**config.mk**
```make
export PLATFORM = sky130hd
export DESIGN_NAME = jk_drive
export DESIGN_NICKNAME = d
export VERILOG_FILES = /design/src/rtl/jk_drive_pkg.sv /design/src/rtl/jk_excite.sv /design/src/rtl/jk_drive.sv
export SDC_FILE = /design/constraint.sdc
export NUM_CORES = 1
export LEC_CHECK = 0
export ABC_AREA = 1
export CAP_MARGIN = 20
export CORE_ASPECT_RATIO = 0.8
export CORE_MARGIN = 2
export CORE_UTILIZATION = 29
export DETAILED_ROUTE_END_ITERATION = 10
export GPL_ROUTABILITY_DRIVEN = 1
export HOLD_SLACK_MARGIN = 0.03
export PLACE_DENSITY = 0.55
export SETUP_SLACK_MARGIN = 0.5
export SLEW_MARGIN = 20
export SYNTH_ARGS = -nofsm -noshare
export SYNTH_HDL_FRONTEND = slang
export SYNTH_SLANG_ARGS = --single-unit
export TNS_END_PERCENT = 5
```
**constraint.sdc**
```tcl
create_clock -name c -period 2.3 [get_ports c]
set_input_delay 0.46 -clock c [delete_from_list [all_inputs] [get_ports c]]
set_output_delay 0.46 -clock c [all_outputs]
set_load 0.02 [all_outputs]
```
**src/rtl/jk_drive_pkg.sv**
```systemverilog
// jk_drive_pkg: shared definitions for the JK pattern driver.
//   state_t : controller states (IDLE, RUN, CHK), 2-bit encoding.
//   jk_exc  : J/K excitation for one bit, given its present value p, its
//             target value t, and the don't-care resolution tgl.
package jk_drive_pkg;

  typedef enum logic [1:0] {
    IDLE = 2'd0,
    RUN  = 2'd1,
    CHK  = 2'd2
  } state_t;

  // Returns {j, k}. For each bit, the only input that matters is the one
  // that moves it the right way. The other input is a don't-care, and tgl
  // resolves it: 0 gives hold/set/reset, 1 gives toggle.
  function automatic logic [1:0] jk_exc(input logic p, input logic t, input logic tgl);
    logic [1:0] jk;
    if (!p) jk = {t, tgl};    // 0->t : J carries the target
    else    jk = {tgl, ~t};   // 1->t : K carries the inverted target
    return jk;
  endfunction

endpackage

```
**src/rtl/jk_excite.sv**
```systemverilog
// jk_excite: N-bit combinational J/K excitation for a JK flop bank.
// Ports:
//   en   in  1  drive enable; j/k are forced to zero when low
//   tgl  in  1  don't-care resolution (0 = hold/set/reset, 1 = toggle)
//   q    in  N  present state of the bank
//   tgt  in  N  target state
//   j    out N  J excitation
//   k    out N  K excitation
module jk_excite
  import jk_drive_pkg::*;
#(
  parameter int N = 4
) (
  input  logic         en,
  input  logic         tgl,
  input  logic [N-1:0] q,
  input  logic [N-1:0] tgt,
  output logic [N-1:0] j,
  output logic [N-1:0] k
);

  always_comb begin
    // NOTE: give every output a default first so that no path through the
    // block leaves a value unassigned, which would infer a latch.
    j = '0;
    k = '0;
    if (en) begin
      for (int i = 0; i < N; i++) begin
        {j[i], k[i]} = jk_exc(q[i], tgt[i], tgl);
      end
    end
  end

endmodule

```
**src/rtl/jk_drive.sv**
```systemverilog
// jk_drive: pattern driver and checker for a bank of JK flip-flops.
// The block plays a programmed sequence of target states. Each RUN cycle it
// produces the J/K excitation that moves the bank from q to the current
// target. In the following cycle it compares q with that target.
// Ports:
//   c          in  1  clock, rising edge
//   rst_n      in  1  synchronous active-low reset
//   load       in  1  append load_data to the pattern memory (IDLE only)
//   load_data  in  N  target state to append
//   clr        in  1  empty the pattern memory and clear err/err_bit (IDLE only)
//   start      in  1  begin playback (IDLE only, ignored when empty)
//   stop       in  1  end playback after the current step
//   loop       in  1  latched at start: wrap instead of finishing
//   tgl        in  1  latched at start: don't-care resolution
//   q          in  N  present state fed back from the JK bank
//   j, k       out N  J/K excitation (zero outside RUN)
//   busy       out 1  in RUN or CHK
//   done       out 1  one-cycle pulse in CHK
//   full       out 1  pattern memory full
//   err        out 1  sticky mismatch flag
//   err_bit    out N  sticky OR of mismatching bit positions
module jk_drive
  import jk_drive_pkg::*;
#(
  parameter int N     = 4,
  parameter int DEPTH = 8
) (
  input  logic         c,
  input  logic         rst_n,
  input  logic         load,
  input  logic [N-1:0] load_data,
  input  logic         clr,
  input  logic         start,
  input  logic         stop,
  input  logic         loop,
  input  logic         tgl,
  input  logic [N-1:0] q,
  output logic [N-1:0] j,
  output logic [N-1:0] k,
  output logic         busy,
  output logic         done,
  output logic         full,
  output logic         err,
  output logic [N-1:0] err_bit
);

  localparam int              AW       = $clog2(DEPTH);
  localparam logic [AW:0]     CNT_FULL = (AW+1)'(DEPTH);
  localparam logic [AW:0]     CNT_ONE  = (AW+1)'(1);
  localparam logic [AW-1:0]   IDX_ONE  = AW'(1);

  state_t         state, state_nxt;
  logic [N-1:0]   mem [DEPTH];
  logic [AW:0]    cnt;
  logic [AW-1:0]  idx;
  logic           loop_r, tgl_r;
  logic [N-1:0]   exp_q;
  logic           chk;

  logic [N-1:0]   tgt;
  logic           last;
  logic           start_ok;
  logic           wr_en;

  assign tgt      = mem[idx];
  assign last     = ({1'b0, idx} == (cnt - CNT_ONE));
  assign full     = (cnt == CNT_FULL);
  assign busy     = (state != IDLE);
  assign done     = (state == CHK);
  // clr outranks start, and start outranks load in the same IDLE cycle.
  assign start_ok = (state == IDLE) && start && !clr && (cnt != '0);
  assign wr_en    = rst_n && (state == IDLE) && load && !clr && !start && !full;

  always_ff @(posedge c) begin
    // NOTE: sequential state uses non-blocking assignments, so every
    // register samples values from before the edge. This avoids ordering races.
    if (!rst_n) state <= IDLE;
    else        state <= state_nxt;
  end

  always_comb begin
    state_nxt = state;
    case (state)
      IDLE:    if (start_ok) state_nxt = RUN;
      RUN:     if (stop || (last && !loop_r)) state_nxt = CHK;
      CHK:     state_nxt = IDLE;
      default: state_nxt = IDLE;
    endcase
  end

  // NOTE: the pattern memory has no reset. Its contents only become
  // meaningful through cnt, and leaving it unreset keeps it a plain register
  // array with no reset fan-out.
  always_ff @(posedge c) begin
    if (wr_en) mem[cnt[AW-1:0]] <= load_data;
  end

  always_ff @(posedge c) begin
    if (!rst_n) begin
      cnt     <= '0;
      idx     <= '0;
      loop_r  <= 1'b0;
      tgl_r   <= 1'b0;
      exp_q   <= '0;
      chk     <= 1'b0;
      err     <= 1'b0;
      err_bit <= '0;
    end else begin
      // The bank responded on the edge that ended the previous drive cycle.
      // exp_q holds the target of that cycle.
      if (chk && (q != exp_q)) begin
        err     <= 1'b1;
        err_bit <= err_bit | (q ^ exp_q);
      end
      case (state)
        IDLE: begin
          if (clr) begin
            cnt     <= '0;
            err     <= 1'b0;
            err_bit <= '0;
          end else if (start_ok) begin
            loop_r  <= loop;
            tgl_r   <= tgl;
            idx     <= '0;
            err     <= 1'b0;
            err_bit <= '0;
          end else if (wr_en) begin
            cnt <= cnt + CNT_ONE;
          end
        end
        RUN: begin
          exp_q <= tgt;
          chk   <= 1'b1;
          if (last) idx <= '0;
          else      idx <= idx + IDX_ONE;
        end
        default: chk <= 1'b0;  // CHK: its compare is the last one
      endcase
    end
  end

  jk_excite #(.N(N)) u_excite (
    .en  (state == RUN),
    .tgl (tgl_r),
    .q   (q),
    .tgt (tgt),
    .j   (j),
    .k   (k)
  );

endmodule

```
Word-level counts from Yosys, hierarchy flattened. Memory sizes are Yosys's and may differ from the RTL's. A register that Yosys moved wholly into a read port is not among the register bits. Cells that the tools add are included.

Bits in registers: 21. Bits in writable memories: 32. Bits in latches: 0. ROM bits: 0. Word-level logic and storage cells: 82. Memories: 1.

Memory list: mem (words 8, bits a word 4, rd ports 1, clocked after memory_dff 1, write ports 1, RTL line jk_drive.sv:53) `logic [N-1:0] mem [DEPTH];`.

Div/mod/pow operators: 0. Multiply operators: 0. Equality and inequality tests: 9. Muxes and demuxes: 29. $lt $le $gt $ge: 0. Bitwise operators: 7. Reduce and logical (&&, ||, !) cells: 24. Shift-type cells: 0. Add/subtract/negate cells: 3.

Operators with widths (count): 4-bit two-way mux (9); 3-bit two-way mux (5); 2-bit two-way mux (6); 1-bit logical AND (10); 3-bit AND reduction (3); 2-bit inequality test, second input constant (4); 1-bit two-way mux (6); 3-bit one-hot mux with 2 select lines (1); 2-bit nonzero test (3); 1-bit NOT (5); 4-bit by 1-bit adder with 4-bit output, second input constant (1); 3-bit by 4-bit == test with 1-bit output (1); 4-bit == test, second input constant (1); 1-bit logical NOT (4); 4-bit inequality test (1); 4-bit bitwise OR (1); 2-bit one-hot mux with 2 select lines (1); 4-bit nonzero test (1); 4-bit by 1-bit subtractor with 4-bit output, second input constant (1); 4-bit XOR (1); 3-bit by 1-bit adder with 3-bit output, second input constant (1); 2-bit by 1-bit == test with 1-bit output, second input constant (1); 2-bit == test, second input constant (1); 2-bit logical NOT (1); 3 further kinds (3).

Depth between registers and ports, before layout. Gate-level depths: netlist of run 1.

Depth after elaboration: 9. Mapped depth: 11. Gate-level depth less buffers: 10.

Cells and area by module. A second synthesis of run 1 with hierarchy kept.

Cell total of the unflattened synthesis: 292. Area total of the unflattened synthesis: 2655.0 µm².

Modules (own cells, without submodules): jk_drive (cells each 258, area each 2509.9 µm², instances 1); jk_excite (cells each 34, area each 145.1 µm², instances 1).

Least setup slack after synthesis of run 1. Ideal clock, no wire load.

Path type: flip-flop to flip-flop. Start point: register cnt[1]. End point: memory mem[1][0] (enable). Arrival time: 1.614 ns. Data required time: 1.967 ns. Period minus slack after synthesis: 1.947 ns. Cell stages (with the launch flop): 11. Path buffers: 1. Slack: 0.353 ns. Cell sequence: dfxtp_1 > buf_2 > inv_1 > ha_1 > nand2_1 > nor2_1 > nor2_4 > nand2_4 > clkinv_4 > nand2_2 > nor3_2.

Word-level cells in the longest chain between the ends: 5.

Ends and longest elaborated chain: from (decl) (RTL line jk_drive.sv:54) `logic [AW:0] cnt;`; from (signal assigned) (RTL line jk_drive.sv:128) `cnt <= cnt + CNT_ONE;`; 4-bit == test (RTL line jk_drive.sv:67) `assign full = (cnt == CNT_FULL);`; named net full (RTL line jk_drive.sv:42) `output logic full,`; 1-bit logical NOT (RTL line jk_drive.sv:72) `assign wr_en = rst_n && (state == IDLE) && load && !clr && !start && !full;`; 1-bit logical AND (RTL line jk_drive.sv:72); 1-bit two-way mux (RTL line jk_drive.sv:95) `if (wr_en) mem[cnt[AW-1:0]] <= load_data;`; 1-bit two-way mux (not written as such) (RTL line jk_drive.sv:95); to (decl) (RTL line jk_drive.sv:53).

The timed path passes the listed nets, and every way through them passes these cells.

==> metrics.yaml, run 1 <==
reg2reg_slack_ps: 240
first_pass_iters: 4
path_clk_slew_ps: 80
fin_worst_skew_ps: 7.66
pre_cts_ws_ps: -46.6
crit_path_end_kind: "flop"
netlist_instances: 299
seq_area_frac_synth_pct: 55.0
htree_levels: 2
timing_hold_violations_final: 0
fp.dieW_um: 110
worst_slack_ps: 244
port_buffers: 31
gp_congestion: 0.815
vias: 2103
clock_sinks: 56
rr_worst_depth: 16
p_int_mw: 1.53
grt_usage_pct: 12.8
crit_buf_inv: 9
placed_cells: 457
fin_util_pct: 41.7
n_antenna_cell: 0
r2r_end: "exp_q[0]$_SDFFE_PN0P_"
holdCritPathClass: "reg2reg"
period_share_pct: 89.4
cts_tree: "built"
grt_pass1_vias: 1951
holdWs_ps: 449
syn-num-nets: 318
layout.cells.non_filler: 474
critPathSlowestCell: "dfxtp_4"
seqPwrFrac_pct: 54.0
fp.dieH_um: 89.0
p_total_mw: 1.96
p_sw_share_pct: 21.8
path_delay_family: "buffers and inverters"
start_kind: "flop"
hpwlAfterDp_mm: 4.42
setup_viol: 0
cts_buffers: 5
tightest_slew_ps: 729
fmax_mhz: 486
gr-total-overflow: 0
min_period_ps: 2060
drtIter0Drc: 50
slowest_delay_ps: 400
worst-setup-path-type: "reg2reg"
arrival_ps: 2280
vias_per_cell: 4.44
synthesis.area_um2: 2620
crit_top_cell: "buf_4"
p_clk_share_pct: 40.1
drc: 0
cts_root_buffer: "clkbuf_16"
drive_above_1_share_pct: 27.3
power_density_nw_per_um2: 546
ioPinCount: 32
relSlewSlack_pct: 50.9
crit_chain: "buf_16, nor2_1, nor2_1, o21ai_2, nand2_1, nand2_1, nand2_2, inv_2, buf_4, buf_4, buf_4, buf_4, buf_4, buf_4, buf_4, a21oi_2"
syn_to_final_growth_pct: 37.3
routed_wl_mm: 5.93
core-area_um2: 8630
status: "finished clean"
rsz0062_at_grt: "yes"
grt_first_pass_wirelength_mm: 9.53
clk_latency_ps: 290
yosysWarnings: 0
drv_slew: 0
avgSynthCellArea_um2: 8.76
maxCapViolations: 0
share_comb_of_total_power_pct: 5.9
netSwitchingPower_mw: 0.428
peakVddDrop_mv: 0.336
clock_path_buffers: 2
yosysUniqueCellTypes: 25
worstHoldPathCells: 2
initial_core_util_pct: 30.3
min_from: "err_bit[0]$_SDFF_PN0_"
cellLeakagePower_nw: 1.45
post_drt_wl_per_cell_um: 12.5
synth_seq_cells: 56
grt_max_degree: 21
core.rowCount: 30
path_max_fanout: 8
antenna_found_initial: 0
cp_data_required_time_ps: 2530
ant_nets: 0
min_to: "err_bit[0]$_SDFF_PN0_"
die_area_um2: 9820
final_nets: 380
[metrics by stage]
stage | TNS [ps] | cell area, µm²
global route | 0 | 3600
finish | 0 | 3600
global placement | -39.4 | 3290
detailed placement | -68.1 | 3290
CTS | 0 | 3540
floorplan | 0 | 2710
[placed cells by master (no fill, tap or decap), types with 7 or more instances in the layout]
cell type,n
dfxtp_1,22
inv_1,30
edfxtp_1,32
buf_4,33
nand2_1,47
nor2_2,7
o21ai_1,8
nor2_1,39
clkdlybuf4s50_1,21
nor3_4,7
nand3_1,11
a21oi_1,24
o21ai_0,14
inv_2,7
[flip-flops by register name, summed over array words and instances, names as in the netlist, named ones only]
register  flops
state         2
loop_r        1
tgl_r         1
err           1
cnt           4
exp_q         4
err_bit       4
mem          32
idx           3
chk           1
[worst max-delay path by stage]
stage	start	end	slack, ps	cells past startpoint
2_1_floorplan	cnt[1]$_SDFFE_PN0P_	mem[1][0]$_DFFE_PP_	370	10
3_3_place_gp	q[2]	k[2]	-40	6
3_5_place_dp	q[2]	k[2]	-50	6
4_1_cts	flop	j[3]	260	10
5_1_grt	flop	j[1]	140	10
6_report	flop	exp_q[0]$_SDFFE_PN0P_	240	16
[cell type report]
| type | count | area, µm² |
|---|---|---|
| multi-input cells | 197 | 1130 |
| clock inverters | 3 | 28.8 |
| clock buffers | 5 | 125 |
| repair buffers | 62 | 568 |
| fillers | 873 | 5040 |
| well taps | 112 | 140 |
| flip-flops and latches | 56 | 1450 |
| inverters | 39 | 155 |
[cell usage after synthesis]
master    number  share of area [%]
ha_1           3                1.4
nand2_2        2               0.48
nor2_4         2               0.86
nor2_2         3               0.72
a21oi_2        1               0.33
o21ai_2        1               0.33
buf_4          1               0.29
edfxtp_1      32                 37
inv_1         34                4.9
inv_2          4               0.57
dfxtp_1       24                 18
nand2_4        2               0.86
nand3_1       11                2.1
clkinv_4       1               0.33
clkbuf_2       1               0.19
a21oi_1       29                5.5
o21ai_0       27                5.2
nor3_1         1               0.19
buf_2          5               0.95
nor2_1        45                6.4
xnor2_1        2               0.67
nor3_2         7                2.7
nand4_1        3               0.72
xor2_1         5                1.7
nand2_1       53                7.6
[per-layer routing]
layer  global-route usage, %  up-vias  part of all wire [%]
li1                        -     1101                     -
met1                    18.9      960                    50
met2                    19.3       35                    44
met3                    2.84        7                   5.4
met4                    2.27        0                  0.59
met5                       0        -                     0
[timing repair]
item | in CTS | in global routing
endpoints found under the setup margin | 39 | 45
resized for setup | 69 | 17
endpoints found under the hold margin | 0 | 0
cloned | 1 | 0
pin swaps | 8 | 7
hold buffers | 0 | 0
buffers inserted | 7 | 1
[kinds of logic after synthesis]
| logic type | count (synthesis) | share of synthesized area, % |
|---|---|---|
| simple gates | 129 | 22.6 |
| compound gates | 58 | 11.4 |
| flops | 56 | 55.0 |
| buf+inv | 46 | 7.21 |
| xor+xnor | 7 | 2.34 |
| fa+ha+maj | 3 | 1.43 |
[power groups by stage]
stage	clock, mW	sequential (mW)	combinational [mW]
5_1_grt	0.846	1.06	0.129
4_1_cts	0.806	1.06	0.113
6_report	0.786	1.06	0.116
3_3_place_gp	0	1.08	0.106
3_5_place_dp	0	1.08	0.107
2_1_floorplan	0	1.08	0.0433
[worst min-delay path, stage by stage, from the launching register on]
cell and delay, ps:
dfxtp_1 310, inv_1 50, a21oi_1 50
Note: power is estimated with default switching activity, not from simulation.
==> inputs of run 2 (changes only) <==
--- a/config.mk
+++ b/config.mk
@@ -7,7 +7,6 @@
 export LEC_CHECK = 0
 export ABC_AREA = 1
 export CAP_MARGIN = 20
-export CORE_ASPECT_RATIO = 0.8
 export CORE_MARGIN = 2
 export CORE_UTILIZATION = 29
 export DETAILED_ROUTE_END_ITERATION = 10
==> run 2 against run 1 <==
Global-route usage is 0.56 points lower. First-iteration DRC count rose by 82%. Count of clock-buffer cells in the layout did not move. Die area hardly changed. Sequential cell count unchanged. Combinational power decreased by 3%. Non-clock buffer count is 8 lower. Largest power group unchanged. Highest routed layer unchanged.
==> metrics.yaml, run 2 (synthesis gave the netlist of run 1 again) <==
timing_hold_violations_final: 0
initial_core_util_pct: 30.0
tightest_slew_ps: 323
arrival_ps: 1620
path_max_fanout: 6
first_pass_iters: 4
hpwlAfterDp_mm: 4.35
layout.cells.non_filler: 463
final_common_cell: "nand2_1"
cts_tree: "built"
cellLeakagePower_nw: 1.36
grt_usage_pct: 12.2
crit_buf_inv: 4
period_share_pct: 90.2
holdCritPathClass: "reg2reg"
vias: 2081
htree_levels: 2
post_drt_wl_per_cell_um: 12.5
fp.dieW_um: 99.1
drive_above_1_share_pct: 26.2
syn_to_final_growth_pct: 33.7
start_kind: "flop"
final_cell_mix: "49 x nand2_1, 36 x nor2_1, 32 x edfxtp_1, 28 x inv_1, 25 x a21oi_1"
drv_slew: 0
largest_reg_flops: 32
path_delay_family: "flip-flops"
antenna_found_initial: 0
cts_root_buffer: "clkbuf_8"
core-area_um2: 8720
slowest_delay_ps: 430
clock_sinks: 56
power_density_nw_per_um2: 487
crit_path_end_kind: "output port"
reg2reg_slack_ps: 460
pre_cts_ws_ps: -78.3
gr-total-overflow: 0
routed_wl_mm: 5.77
placed_cells: 450
port_buffers: 31
path_clk_slew_ps: 90
drc: 0
relSlewSlack_pct: 78.2
maxCapViolations: 0
min_to: "err_bit[2]$_SDFF_PN0_"
crit-reg2reg-launch: "cnt[1]$_SDFFE_PN0P_"
ioPinCount: 32
cts_buffers: 5
critPathSlowestCell: "dfxtp_4"
vias_per_cell: 4.49
cp_data_required_time_ps: 1840
fmax_mhz: 482
rr_worst_depth: 9
clock_path_buffers: 2
grt_pass1_vias: 2021
grt_max_degree: 18
crit_top_cell: "nand2_1"
min_from: "err_bit[2]$_SDFF_PN0_"
rsz0062_at_grt: "yes"
crit_chain: "clkinvlp_4, buf_6, o21ai_1, nand2_1, nand2_1, nand2_1, nand2_1, nand2_1, inv_1, buf_6"
clk_latency_ps: 310
peakVddDrop_mv: 0.244
worstHoldPathCells: 2
fp.dieH_um: 99.1
drtIter0Drc: 91
gp_congestion: 0.768
worst-setup-path-type: "reg2out"
ant_nets: 0
setup_viol: 0
min_period_ps: 2080
worst_slack_ps: 225
status: "finished clean"
core.rowCount: 34
n_antenna_cell: 0
fin_worst_skew_ps: 11.9
die_area_um2: 9810
grt_first_pass_wirelength_mm: 9.43
final_nets: 373
r2r_end: "mem[4][3]$_DFFE_PP_"
[run 2: changes by cell type in the layout (fill, tap and decap cells not counted), sizes merged]
cell           before  now
inv                40   36
clkinv              1    2
clkinvlp            1    5
buf                39   30
dlygate4sd2         2    1
clkbuf              5    6
clkdlybuf4s50      21   22
[run 2: cell type report]
type / instances / area, µm²
clock buffers: 5 / 68.8
clock inverters: 3 / 18.8
fillers: 856 / 5220
inverters: 39 / 159
multi-input cells: 197 / 1140
flip-flops and latches: 56 / 1450
well taps: 108 / 135
repair buffers: 54 / 522
repair inverters: 1 / 7.51
[run 2: layer usage]
layer | vias up | GRT usage [%] | routed length, µm
met5 | - | 0 | 0
met4 | 0 | 3.90 | 84
met3 | 8 | 2.48 | 151
met2 | 21 | 20.3 | 2750
met1 | 958 | 16.0 | 2780
li1 | 1094 | - | -
[run 2: worst register-to-register path: stages, from the launching register on]
cell	delay, ps
dfxtp_2	360
clkinvlp_4	190
ha_4	240
nand2_4	80
nor2_4	40
nor2_4	130
nand2_4	70
clkinv_4	60
nand2_4	90
nor3_4	270
[run 2: per-stage QoR]
stage                     power, mW  instance area (µm²)  util, %  setup TNS, ps  hold slack (ps)
after floorplan                1.13                 2710        -              0              430
after global placement         1.19                 3260     37.4           -252              436
after detailed placement       1.19                 3260     37.4           -378              437
after CTS                      1.72                 3370     38.7              0              451
after global routing           1.77                 3500     40.2              0              471
final                          1.71                 3500     40.2              0              447
[run 2: timing repair]
action / in CTS / in global routing
setup buffers: 2 / 1
setup endpoints to repair: 39 / 39
pin swaps: 1 / 21
hold buffers: 0 / 0
resized for setup: 54 / 42
gates cloned: 1 / 1
[run 2: worst max path at each step]
stage / start / to / slack [ps] / depth (start not counted)
2_1_floorplan: cnt[1]$_SDFFE_PN0P_ / mem[1][0]$_DFFE_PP_ / 370 / 10
3_3_place_gp: q[1] / k[1] / -40 / 6
3_5_place_dp: flop / j[2] / -80 / 8
4_1_cts: flop / k[1] / 200 / 10
5_1_grt: flop / k[1] / 80 / 9
6_report: flop / k[2] / 220 / 10
[run 2: power breakdown]
part	total, mW	internal [mW]	switching [mW]
Clock	0.535	0.211	0.324
Combinational	0.112	0.0537	0.0580
Sequential	1.06	1.06	0.00237
Total	1.71	1.32	0.384
